File: src/rtl/uart_transmitter.sv
// Purpose: 8N1 UART transmitter with a byte FIFO in front of an LSB-first serialiser.
// Latency: a byte accepted at edge N by an idle, empty block drives the start bit after edge N+2.
// Backpressure: tx_ready = !full; tx_valid while full is ignored and the producer holds the byte.
module uart_transmitter #(
    parameter int WAIT_CYCLES = 234,
    parameter int FIFO_DEPTH  = 4,
    parameter int STOP_BITS   = 1
) (
    input  logic       clk,
    input  logic       btn,
    input  logic [7:0] tx_data,
    input  logic       tx_valid,
    output logic       tx_ready,
    output logic       uart_tx,
    output logic       tx_busy
);

    localparam int CW = $clog2(WAIT_CYCLES);
    localparam int AW = $clog2(FIFO_DEPTH);

    typedef enum logic [1:0] {
        IDLE  = 2'd0,
        START = 2'd1,
        DATA  = 2'd2,
        STOP  = 2'd3
    } state_t;

    state_t        state;
    logic [CW-1:0] cyc_cnt;
    logic [2:0]    bit_idx;
    logic [7:0]    shift_reg;

    logic [7:0]    fifo_mem [FIFO_DEPTH];
    logic [AW:0]   wr_ptr;
    logic [AW:0]   rd_ptr;
    logic          fifo_empty;
    logic          fifo_full;
    logic          push;
    logic          pop;
    logic [7:0]    fifo_head;
    logic          bit_end;
    logic          stop_done;

    // The extra pointer MSB separates full (MSBs differ) from empty (pointers equal).
    assign fifo_empty = (wr_ptr == rd_ptr);
    assign fifo_full  = (wr_ptr[AW] != rd_ptr[AW]) && (wr_ptr[AW-1:0] == rd_ptr[AW-1:0]);
    assign fifo_head  = fifo_mem[rd_ptr[AW-1:0]];
    assign tx_ready   = !fifo_full;
    assign push       = tx_valid && !fifo_full;

    // Last clock of the current bit period, and last clock of the final stop bit.
    assign bit_end    = (cyc_cnt == CW'(WAIT_CYCLES - 1));
    assign stop_done  = bit_end && (bit_idx == 3'(STOP_BITS - 1));

    // The serialiser takes the head byte when idle, or straight out of the last stop bit
    // so consecutive frames have no idle gap between them.
    assign pop = !fifo_empty && ((state == IDLE) || ((state == STOP) && stop_done));

    // Storage array: written on an accepted handshake, contents need no reset.
    always_ff @(posedge clk) begin
        if (push) begin
            fifo_mem[wr_ptr[AW-1:0]] <= tx_data;
        end
    end

    // Pointer update; push and pop in one clock both advance, leaving occupancy unchanged.
    always_ff @(posedge clk or negedge btn) begin
        if (!btn) begin
            wr_ptr <= '0;
            rd_ptr <= '0;
        end else begin
            if (push) begin
                wr_ptr <= wr_ptr + 1'b1;
            end
            if (pop) begin
                rd_ptr <= rd_ptr + 1'b1;
            end
        end
    end

    // Frame FSM; uart_tx and tx_busy are registered from the current state, so the line
    // lags the state by one clock and every bit lasts exactly WAIT_CYCLES clocks.
    always_ff @(posedge clk or negedge btn) begin
        if (!btn) begin
            state     <= IDLE;
            cyc_cnt   <= '0;
            bit_idx   <= '0;
            shift_reg <= '0;
            uart_tx   <= 1'b1;
            tx_busy   <= 1'b0;
        end else begin
            tx_busy <= (state != IDLE) || !fifo_empty;
            case (state)
                IDLE: begin
                    uart_tx <= 1'b1;
                    if (pop) begin
                        shift_reg <= fifo_head;
                        state     <= START;
                        cyc_cnt   <= '0;
                        bit_idx   <= '0;
                    end
                end
                START: begin
                    uart_tx <= 1'b0;
                    if (bit_end) begin
                        cyc_cnt <= '0;
                        bit_idx <= '0;
                        state   <= DATA;
                    end else begin
                        cyc_cnt <= cyc_cnt + CW'(1);
                    end
                end
                DATA: begin
                    uart_tx <= shift_reg[0];
                    if (bit_end) begin
                        cyc_cnt   <= '0;
                        shift_reg <= {1'b0, shift_reg[7:1]};
                        if (bit_idx == 3'd7) begin
                            bit_idx <= '0;
                            state   <= STOP;
                        end else begin
                            bit_idx <= bit_idx + 3'd1;
                        end
                    end else begin
                        cyc_cnt <= cyc_cnt + CW'(1);
                    end
                end
                STOP: begin
                    uart_tx <= 1'b1;
                    if (bit_end) begin
                        cyc_cnt <= '0;
                        if (stop_done) begin
                            bit_idx <= '0;
                            if (pop) begin
                                shift_reg <= fifo_head;
                                state     <= START;
                            end else begin
                                state <= IDLE;
                            end
                        end else begin
                            bit_idx <= bit_idx + 3'd1;
                        end
                    end else begin
                        cyc_cnt <= cyc_cnt + CW'(1);
                    end
                end
                default: begin
                    state   <= IDLE;
                    uart_tx <= 1'b1;
                end
            endcase
        end
    end

endmodule

File: config.mk
export PLATFORM = sky130hd
export DESIGN_NAME = uart_transmitter
export DESIGN_NICKNAME = d
export VERILOG_FILES = /design/src/rtl/uart_transmitter.sv
export SDC_FILE = /design/constraint.sdc
export NUM_CORES = 1
export LEC_CHECK = 0
export CAP_MARGIN = 30
export CORE_ASPECT_RATIO = 1.4
export CORE_UTILIZATION = 36
export DETAILED_ROUTE_END_ITERATION = 8
export GPL_TIMING_DRIVEN = 0
export SETUP_SLACK_MARGIN = 0.1
export SKIP_LAST_GASP = 1
export SLEW_MARGIN = 40
export SYNTH_ARGS = -nofsm -noshare
export SYNTH_HDL_FRONTEND = slang
export SYNTH_SLANG_ARGS = --single-unit
export TNS_END_PERCENT = 5
File: constraint.sdc
create_clock -name clk -period 2.31 [get_ports clk]
set_input_delay 0.693 -clock clk [delete_from_list [all_inputs] [get_ports clk]]
set_output_delay 0.693 -clock clk [all_outputs]
set_load 0.01 [all_outputs]
==> summary.txt, run 1 <==
Final ANT Viol Nets: 0
sequential-to-total area share from yosys stat: 56.3%
Vias/cell: 5.30
met2 global-route usage: 24.9%
cell depth of the worst flop-to-flop path: 4
Worst VDD drop: 532 uV
Root Buffer: clkbuf_16
Gate power share: 38.8%
setup tns final: 0 ps
PD cells: 1420 mW/mm^2
Reg-to-Reg End: fifo_mem[3][0]
antenna violations before repair: 0
Crit. End Element: output pin
Final Skew: 4.15 ps
largest net degree at the start of global routing: 30
Inserted Diodes: 0
syn_nets: 247
clock period minus worst slack: 2200 ps
Max Fanout on Critical Path: 10
Fmax: 0.455 GHz
die height: 110 um
Seq pwr share: 33.6%
Worst-Skew Late Latency: 320 ps
GPL Wtd Cong: 0.764
Pre-Repair DR Iteration Count: 4
max reg flops: 32
busiest grt layer: met2
CTS max path bufs: 2
Least-Margin Pin Slew: 689 ps
WS Path Type: reg2out
worst min path class: in2async
unrepaired setup endpoints after global routing: yes
layout cells sized above 1: 18.9%
DR DRC count: 0
worst path required time: 1620 ps
leak pwr: 1.38 nW
Post-CTS Setup Bufs: 0
H-tree Lvls: 3
Area growth syn-to-layout: 19.4%
slew margin rel.: 53.5%
CP startpoint kind: flip-flop
chip width: 79.1 um
net switching power: 0.00173 W
initial DRC count: 94
Filler Cells Inserted: 782
Synth Flop Type: edfxtp_1
starting density of the core: 37.0%
Seq cells post-synth: 61
synth warn: 0
Unique masters post-synth: 50
clk slew on worst S/H paths: 50 ps
r2r setup slk: 200 ps
final worst path period share: 95.1%
row cnt: 39
Placed Instances: 335
ys async rst share: 47.5%
status: complete, no violations
internal power: 0.00337 W
detailed-placement wirelength estimate: 3.78 mm
first-pass GRT wire length: 9.11 mm
final hold vios: 0
Synth Cell Area: 0.00300 mm^2
Final Max Tran Viols: 0
number of max-cap violations: 0
num ports: 14
core area: 0.00810 mm^2
cells after synthesis: 220
CTS buffer count: 9
CP max stage cell: dfrtp_1
CTS tree: done
Worst path max stage delay: 400 ps
clk sinks: 61
switch share: 33.9%
global routing met3 resource utilization: 3.29%
routed via count: 1859
Port Buffers: 13
Post-Syn Area per Cell: 13.6 um^2
nets@finish: 271
WL per Instance: 15.5 um
critical path arrival: 1500 ps
Clock Power Share: 27.6%
final cell count without fillers: 351
grt met1 use: 15.5%
commonest non-fill, non-tap cell in the layout: edfxtp_1
die area: 0.00871 mm^2
total wire length: 5.44 mm
most frequent cells in the layout: 32 x edfxtp_1, 28 x dfrtp_1, 22 x inv_1
Critical R2R Launch: rd_ptr[0]
Congestion Overflow GR: 0
CP cell instances: buf_4 -> xnor2_1 -> nand3_1 -> dlygate4sd2_1
number of flops mapped to enable cells by yosys: 32
total routing usage reported by global routing: 14.0%
vias in the first global route: 1901
final setup violation count: 0
==> cell families after synthesis <==
family / count (synthesis) / synth area share [%]
buffers and inverters: 27 / 3.96
AOI/OAI and AO/OA: 51 / 13.3
and+or+nand+nor: 42 / 8.59
muxes: 12 / 7.76
xor gates and xnor gates: 11 / 3.46
DFF: 61 / 56.3
adders and majority gates: 16 / 6.67
==> what timing repair did <==
action	in CTS	in global routing
hold buffers	0	0
endpoints found under the setup margin	5	27
pin swaps	1	0
resized for setup	2	1
==> per-stage QoR <==
| step | setup slack, ps | util, % | cell area (um^2) | total power, W | hold slack, ps |
|---|---|---|---|---|---|
| 2_1_floorplan | 412 | - | 3000 | 0.00323 | 397 |
| 3_3_place_gp | -205 | 40.2 | 3260 | 0.00367 | 511 |
| 3_5_place_dp | -187 | 40.1 | 3250 | 0.00372 | 517 |
| 4_1_cts | 76.2 | 44.1 | 3570 | 0.00516 | 431 |
| 5_1_grt | 39.0 | 44.2 | 3580 | 0.00542 | 462 |
| 6_report | 114 | 44.2 | 3580 | 0.00510 | 398 |
==> power groups by stage <==
stage	clock network [W]	registers (W)	logic [W]
floorplan	0	0.00169	0.00154
global placement	0	0.00173	0.00194
detailed placement	0	0.00174	0.00198
CTS	0.00144	0.00172	0.00200
global route	0.00149	0.00176	0.00217
finish	0.00141	0.00172	0.00198
==> worst max path at each step <==
stage                    from              to  cells after the start
floorplan            state[0]      bit_idx[0]                      7
global placement     tx_valid  fifo_mem[3][2]                      4
detailed placement   tx_valid  fifo_mem[3][2]                      4
CTS                 rd_ptr[0]        tx_ready                      4
global route        rd_ptr[1]        tx_ready                      4
finish              rd_ptr[1]        tx_ready                      4
==> critical path: cells and delay by family, from the launching register on <==
kind	cells	cell delay [ps]
flops	1	400
simple gates	1	100
xor+xnor	1	190
buf+inv	2	500
==> cell type report <==
cell class                 count  area [um^2]  share of cell area, %
buffer                         4         35.0                  0.978
clock buffer                   9          225                   6.29
clock inverter                 7         90.1                   2.52
inverter                      23         86.3                   2.41
multi-input combinational    132         1200                   33.6
sequential                    61         1690                   47.1
tap                          102          128                   3.56
timing repair buffer          13          124                   3.46
==> metal layers <==
metal / up-vias / routed length [um]
li1: 885 / -
met1: 919 / 2260
met2: 45 / 2890
met3: 10 / 192
met4: 0 / 97
met5: - / 0
==> cells in the mapped netlist (2+ instances only) <==
cell type	number	area share (%)
edfxtp_1	32	32
dfrtp_1	28	23
inv_1	22	2.8
ha_1	16	6.7
nand2_1	11	1.4
o21ai_0	10	1.7
a2bb2oi_1	9	2.6
mux4_2	8	6.0
o221a_2	7	2.6
a21oi_1	6	1.0
nor2_1	5	0.63
xnor2_1	5	1.5
xor2_1	5	1.5
and2_1	4	0.83
nand3_1	4	0.67
nand4b_1	3	0.88
a21boi_0	2	0.50
a22o_1	2	0.58
a31oi_1	2	0.42
buf_6	2	0.75
mux2_2	2	0.75
mux2_4	2	1.0
nor2b_1	2	0.42
nor3_1	2	0.33
o2111ai_1	2	0.58
o22ai_1	2	0.42
or3_1	2	0.42
(Power assumes the default switching activity.)
==> run 2: changes to the inputs <==
--- a/config.mk
+++ b/config.mk
@@ -7,9 +7,11 @@
 export LEC_CHECK = 0
 export CAP_MARGIN = 30
 export CORE_ASPECT_RATIO = 1.4
+export CORE_MARGIN = 2
 export CORE_UTILIZATION = 36
 export DETAILED_ROUTE_END_ITERATION = 8
 export GPL_TIMING_DRIVEN = 0
+export RECOVER_POWER = 100
 export SETUP_SLACK_MARGIN = 0.1
 export SKIP_LAST_GASP = 1
 export SLEW_MARGIN = 40
==> summary.txt, run 2 (synthesis gave the netlist of run 1 again) <==
status: finished with violations
failing checks: max-capacitance violations, max-slew violations
detailed-placement wirelength estimate: 3.79 mm
initial DRC count: 101
total wire length: 5.48 mm
fin area: 0.00358 mm^2
chip width: 81.1 um
WL per Instance: 15.6 um
H-tree Lvls: 3
core area: 0.00815 mm^2
Inserted Diodes: 0
clk sinks: 61
hold_ws: 517 ps
CP max stage cell: dfrtp_1
r2r setup slk: 210 ps
die height: 112 um
layout cells sized above 1: 18.9%
CTS max path bufs: 2
Congestion Overflow GR: 0
row cnt: 39
Vias/cell: 5.25
CP cell instances: buf_6 -> xnor2_2 -> nand3_1 -> dlygate4sd2_1
Fmax: 0.457 GHz
die area: 0.00909 mm^2
max reg flops: 32
CTS tree: done
Area growth syn-to-layout: 19.3%
placement-stage cell area: 0.00325 mm^2
Port Buffers: 13
setup tns final: 0 ps
antenna violations before repair: 0
most frequent cells in the layout: 32 x edfxtp_1, 28 x dfrtp_1, 22 x inv_1
slew margin rel.: -6.31%
critical path arrival: 1500 ps
nets@finish: 271
clk slew on worst S/H paths: 50 ps
Final Skew: 7.38 ps
commonest non-fill, non-tap cell in the layout: edfxtp_1
leak pwr: 1.37 nW
PD cells: 1400 mW/mm^2
Pre-Repair DR Iteration Count: 4
worst min path class: reg2reg
final total power: 0.00502 W
number of max-cap violations: 1
CP startpoint kind: flip-flop
DR DRC count: 0
Max Fanout on Critical Path: 10
unrepaired setup endpoints after global routing: yes
Root Buffer: clkbuf_16
Post-CTS Hold Fix Bufs: 0
num ports: 14
Final Max Tran Viols: 30
Worst path max stage delay: 410 ps
largest net degree at the start of global routing: 30
Least-Margin Pin Slew: 1590 ps
clock period minus worst slack: 2190 ps
total routing usage reported by global routing: 13.7%
CTS buffer count: 9
first-pass GRT wire length: 9.36 mm
final worst path period share: 94.7%
vias in the first global route: 1899
routed via count: 1844
worst path required time: 1620 ps
final hold vios: 0
starting density of the core: 36.8%
final setup violation count: 0
WS Path Type: reg2out
Worst VDD drop: 553 uV
Final ANT Viol Nets: 0
GPL Wtd Cong: 0.789
Worst-Skew Late Latency: 320 ps
Crit. End Element: output pin
==> run 2: cell count changes in the layout (fill, tap and decap cells not counted), sizes merged, moves of 2 or more <==
| cell | change |
|---|---|
| dlygate4sd3 | +10 |
| clkinv | -2 |
| clkdlybuf4s50 | -10 |
| inv | +3 |
==> run 2: worst paths after layout <==
check,startpoint,depth (start not counted),endpoint
setup / recovery,rd_ptr[0],4,tx_ready
hold / removal,wr_ptr[2],1,wr_ptr[2]
setup reg to reg,state[1],7,bit_idx[1]
hold reg to reg,wr_ptr[2],1,wr_ptr[2]
max in group asynchronous,btn,1,shift_reg[7]
min in group asynchronous,btn,1,cyc_cnt[4]
==> run 2: what timing repair did <==
| item | in CTS | in global routing |
|---|---|---|
| pin swaps | 1 | 0 |
| setup endpoints to repair | 11 | 31 |
| gates resized for setup | 4 | 1 |
| buffers inserted | 0 | 0 |
==> run 2: where the power goes <==
part | internal (W) | switching (W) | leakage (nW)
registers | 0.00150 | 0.000225 | 0.655
clock network | 0.000849 | 0.000510 | 0.147
logic | 0.000919 | 0.00103 | 0.571
total | 0.00326 | 0.00176 | 1.37
==> run 2: metal layers <==
metal	global-route usage [%]	vias up	part of all wire (%)	wire, um
met5	0	-	0	0
li1	-	883	-	-
met1	16.5	927	43	2330
met2	22.8	26	53	2900
met4	7.23	0	2.4	133
met3	2.67	8	2.1	117
==> run 2: critical path, delay by kind of cell (launching register included) <==
| kind | cells | cell delay [ps] |
|---|---|---|
| flops | 1 | 410 |
| xor+xnor | 1 | 170 |
| buf+inv | 2 | 480 |
| simple gates | 1 | 100 |
==> run 2: area by class of cell <==
cell class              instances  area (um^2)
fillers                       736         4570
flip-flops and latches         61         1690
multi-input cells             132         1210
clock buffers                   9          225
well taps                     102          128
repair buffers                 13          123
inverters                      23         86.3
clock inverters                 7         81.3
plain buffers                   4         35.0
==> run 2: through the flow <==
| step | worst slack (ps) | utilization [%] | instances |
|---|---|---|---|
| 6_report | 122 | 43.9 | 351 |
| 5_1_grt | 16.1 | 43.9 | 351 |
| 4_1_cts | 82.0 | 43.9 | 351 |
| 3_5_place_dp | -184 | 39.9 | 335 |
| 3_3_place_gp | -185 | 40.0 | 335 |
| 2_1_floorplan | 412 | - | 220 |
==> patch 1, RTL diff (config.mk and constraints of run 2) <==
`WAIT_CYCLES`: 234 -> 468.
--- a/src/rtl/uart_transmitter.sv
+++ b/src/rtl/uart_transmitter.sv
@@ -4,3 +4,3 @@
 module uart_transmitter #(
-    parameter int WAIT_CYCLES = 234,
+    parameter int WAIT_CYCLES = 468,
     parameter int FIFO_DEPTH  = 4,
Function: same outputs for any inputs over 10 cycles, from zero or initial values; that may be too few to reach the edited logic, so the function may still have changed.
==> patch 1 against run 2 <==
  * Critical path depth grew 1
  * Non-clock buffer count grew 5
  * Sequential share of layout area grew 3.4 points
  * Design area shrank 5.4%
  * Clock skew is essentially flat
  * Worst setup slack lost 0.022 ns
  * Wire length shrank 7.1%
  * Fmax shrank 1.0%
  * Area after synthesis shrank 3.0%
  * Sequential cell count grew 1
  * Largest cell class unchanged
Power is not compared: it rests on default switching activity, and its combinational part moved more than twofold at a synthesized area within 25%.
==> patch 1: results (changes against run 2) <==
status: "finished, final reports clean"  # was finished, violations left
regArea_um2: 1713  # was 1688 um2
placed_cell_area_um2: 3186  # was 3252 um2
grt_use_total: 0.1331  # was 0.1370
buffer_area_frac: 0.05545  # was 0.04406
drive_above_1_share: 0.2385  # was 0.1888
wl_per_cell_um: 15.01  # was 15.61 um
num_vias: 1709  # was 1844
clock-skew-final_ns: 0.007038  # was 0.007376 ns
nMultiInputCombCells: 129  # was 132
use_met1: 0.1533  # was 0.1649
use_met3: 0.03420  # was 0.02674
buffers: 22  # was 17
synth_common_cells: "edfxtp_1, dfrtp_1, ha_1"  # was edfxtp_1, dfrtp_1, inv_1
fillCellCount: 762  # was 736
multi_input_area_um2: 1122  # was 1212 um2
pre_cts_slack_ns: -0.07760  # was -0.1844 ns
dp.final_hpwl_um: 3588  # was 3788 um
cp_data_arrival_time_ns: 1.52  # was 1.50 ns
path_delay_family: "flip-flops"  # was buffers and inverters
grt_pass1_wl_um: 8694  # was 9356 um
synthDistinctLibCells: 41  # was 50
seq_share: 0.5061  # was 0.4717
final_nets: 259  # was 271
routed-wl-met3_um: 132  # was 117 um
wl_met2_um: 2729  # was 2895 um
async_flop_share: 0.4839  # was 0.4754
dp.cells: 320  # was 335
path_clk_slew_ns: 0.07  # was 0.05 ns
grt_max_degree: 18  # was 30
hold_path.class: "primary input to asynchronous set/reset pin"  # was flip-flop to flip-flop
wl_met1_um: 2133  # was 2330 um
routabilityCongestion: 0.7659  # was 0.7893
r2r_start: "state[0]"  # was state[1]
clock_area_frac: 0.05878  # was 0.08566
avgSynthCellArea_um2: 14.12  # was 13.63 um2
clock_sinks: 62  # was 61
inv_count: 10  # was 23
grt_pass1_vias: 1774  # was 1899
synthTopCellsByArea: "edfxtp_1, dfrtp_1, mux4_2, ha_1, o221a_2"  # was edfxtp_1, dfrtp_1, ha_1, mux4_2, inv_1
dieArea_um2: 8822  # was 9087 um2
cts_root_buf: "clkbuf_8"  # was clkbuf_16
[patch 1: final timing paths]
check | endpoint | slack (ns) | cells after the start
max | tx_ready | 0.1 | 5
min | tx_busy | 0.39 | 1
max reg2reg | bit_idx[0] | 0.20 | 6
min reg2reg | wr_ptr[2] | 0.48 | 1
max in group asynchronous | shift_reg[1] | 0.61 | 2
min in group clk | wr_ptr[2] | 0.48 | 1
[patch 1: repair_timing]
action	in CTS	in global routing
endpoints found under the hold margin	0	0
pin swaps	0	2
endpoints found under the setup margin	14	23
setup buffers	0	3
resized for setup	3	11
[patch 1: logic make-up (layout without fill, tap and decap cells)]
family | count (synthesis) | after routing | share of synthesized area
xor+xnor | 9 | 9 | 0.02969
mux | 12 | 12 | 0.07874
simple gates | 58 | 58 | 0.1192
buf+inv | 15 | 48 | 0.02711
fa+ha+maj | 14 | 14 | 0.06024
flops | 62 | 62 | 0.5891
compound gates | 36 | 36 | 0.09596
==> patch 2, RTL diff (settings of run 2) <==
Without the edit above. Re-encode `state_t` (4 states) as Gray code, 2 bits wide.
--- a/src/rtl/uart_transmitter.sv
+++ b/src/rtl/uart_transmitter.sv
@@ -21,6 +21,6 @@
     typedef enum logic [1:0] {
-        IDLE  = 2'd0,
-        START = 2'd1,
-        DATA  = 2'd2,
-        STOP  = 2'd3
+        IDLE  = 2'b00,
+        START = 2'b01,
+        DATA  = 2'b11,
+        STOP  = 2'b10
     } state_t;
Check against the original RTL: no difference found for any inputs over 10 cycles, from zero or initial values; not proved beyond that.
==> patch 2 against run 2 <==
  * Design area decreased by 8.5%
  * Via count decreased by 12%
  * Critical path depth unchanged
  * Worst setup slack improved by 0.043 ns
  * Non-clock buffer count increased by 2
  * The run still ends with capacitance limit, slew limit left
  * Fmax increased by 2.0%
  * Area after synthesis decreased by 6.1%
  * Global-route usage decreased by 1.3 points
  * Sequential cell count unchanged
  * Wire length decreased by 13%
  * Sequential share of layout area increased by 4.4 points
  * Register-to-register slack improved by 0.04 ns
  * Critical endpoint unchanged
Power is not compared: it rests on default switching activity, and its combinational part moved more than twofold at a synthesized area within 25%.
==> patch 2: results (changes against run 2) <==
status: "finished, violations left"  # unchanged
violations: "capacitance limit, slew limit"  # unchanged
cp_data_arrival_time_ns: 1.45  # was 1.50 ns
path_clk_slew_ns: 0.07  # was 0.05 ns
synth_warnings: 0  # unchanged
numPortBuffers: 13  # unchanged
path_delay_family: "buffers and inverters"  # unchanged
synthTopCellsByArea: "edfxtp_1, dfrtp_1, ha_1, mux4_1, mux4_2"  # was edfxtp_1, dfrtp_1, ha_1, mux4_2, inv_1
slew_viol_final: 30  # unchanged
cts_buffers: 9  # unchanged
slowest_stage: "dfrtp_1"  # unchanged
power_leakage_nw: 1.287
grt_max_degree: 30  # unchanged
synthDistinctLibCells: 54  # was 50
syn-instance-count: 190  # was 220
synth.top_cell.area_share: 0.3412  # was 0.3204
crit_fanout: 10  # unchanged
synth_nets: 211  # was 247
wl_um: 4741  # was 5478 um
synth_edf_count: 32  # unchanged
h-tree-depth: 3  # unchanged
firstDrtPassIters: 4  # unchanged
drive_above_1_share: 0.1810  # was 0.1888
clock-skew-final_ns: 0.007393  # was 0.007376 ns
cts_root_buf: "clkbuf_8"  # was clkbuf_16
largest_reg_flops: 32  # unchanged
async_flop_share: 0.4754  # unchanged
hold_path.class: "flip-flop to flip-flop"  # unchanged
clockBufferDepth: 2  # unchanged
via_per_inst: 5.056  # was 5.254
final_nets: 237  # was 271
seq_area_frac_synth: 0.5993  # was 0.5628
first_iter_violations: 62  # was 101
pre_cts_slack_ns: -0.09454  # was -0.1844 ns
grt_use_total: 0.1239  # was 0.1370
fillCellCount: 714  # was 736
antenna_found_initial: 0  # unchanged
num_antenna_cells: 0  # unchanged
routabilityCongestion: 0.7587  # was 0.7893
maxSlewHeadroom: -0.04879  # was -0.06307
synth_common_cells: "edfxtp_1, dfrtp_1, ha_1, inv_1"  # was edfxtp_1, dfrtp_1, inv_1
num_vias: 1623  # was 1844
cpPeakStageDelay_ns: 0.40
placed_cell_area_um2: 3067  # was 3252 um2
dp.cells: 303  # was 335
insertion_delay_ns: 0.33
p_per_area_nw_per_um2: 959.1
dp.final_hpwl_um: 3149  # was 3788 um
ir_drop_mv: 0.5285
grt_pass1_vias: 1675  # was 1899
maxCapViolCount: 1  # unchanged
grt_pass1_wl_um: 7893  # was 9356 um
patch 2: kinds of logic after synthesis:
group / count (synthesis) / share of synthesized area
DFF: 61 / 0.5993
adders and majority gates: 10 / 0.04442
xor gates and xnor gates: 9 / 0.03332
muxes: 9 / 0.07330
and+or+nand+nor: 45 / 0.1035
buffers and inverters: 15 / 0.02443
AOI/OAI and AO/OA: 41 / 0.1217
patch 2: what timing repair did:
action	4_1_cts	5_1_grt
buffers inserted	2	0
pin swaps	2	0
hold buffers	0	0
gates resized for setup	3	2
endpoints found under the setup margin	1	9
endpoints found under the hold margin	0	0
patch 2: path summary, 6_finish.rpt:
| kind | endpoint | slack [ns] | cells after the start | from |
|---|---|---|---|---|
| min in group asynchronous | bit_idx[1] | 0.74 | 1 | btn |
| max in group asynchronous | shift_reg[0] | 0.65 | 1 | btn |
| setup / recovery | tx_ready | 0.16 | 4 | rd_ptr[1] |
| hold reg to reg | shift_reg[6] | 0.50 | 1 | shift_reg[6] |
| hold / removal | shift_reg[6] | 0.50 | 1 | shift_reg[6] |
| setup reg to reg | fifo_mem[3][0] | 0.25 | 5 | rd_ptr[1] |
patch 2: routing by layer:
layer / routed length (um) / GRT usage / part of all wire / up-vias
li1: - / - / - / 787
met1: 2073 / 0.1416 / 0.44 / 806
met2: 2462 / 0.2112 / 0.52 / 20
met3: 113 / 0.02566 / 0.024 / 10
met4: 91 / 0.07769 / 0.019 / 0
met5: 0 / 0 / 0 / -
patch 2: layout make-up:
class	instances	area, um2	area share
plain buffers	4	31.28	0.009549
multi-input cells	114	1054	0.3216
flip-flops and latches	61	1688	0.5153
repair buffers	15	138.9	0.04240
clock inverters	7	73.82	0.02254
inverters	11	41.29	0.01261
well taps	100	125.1	0.03820
clock buffers	9	123.9	0.03782
patch 2: power breakdown:
part	switching (mW)	internal, mW
combinational	0.317	0.332
sequential	0.173	1.38
clock	0.435	0.501
total	0.925	2.22
patch 2: stage by stage:
| step | utilization | hold WS (ns) |
|---|---|---|
| final | 0.4279 | 0.5043 |
| after global routing | 0.4279 | 0.5389 |
| after CTS | 0.4312 | 0.4015 |
| after detailed placement | 0.4006 | 0.4869 |
| after global placement | 0.4013 | 0.4820 |
| after floorplan | - | 0.3974 |
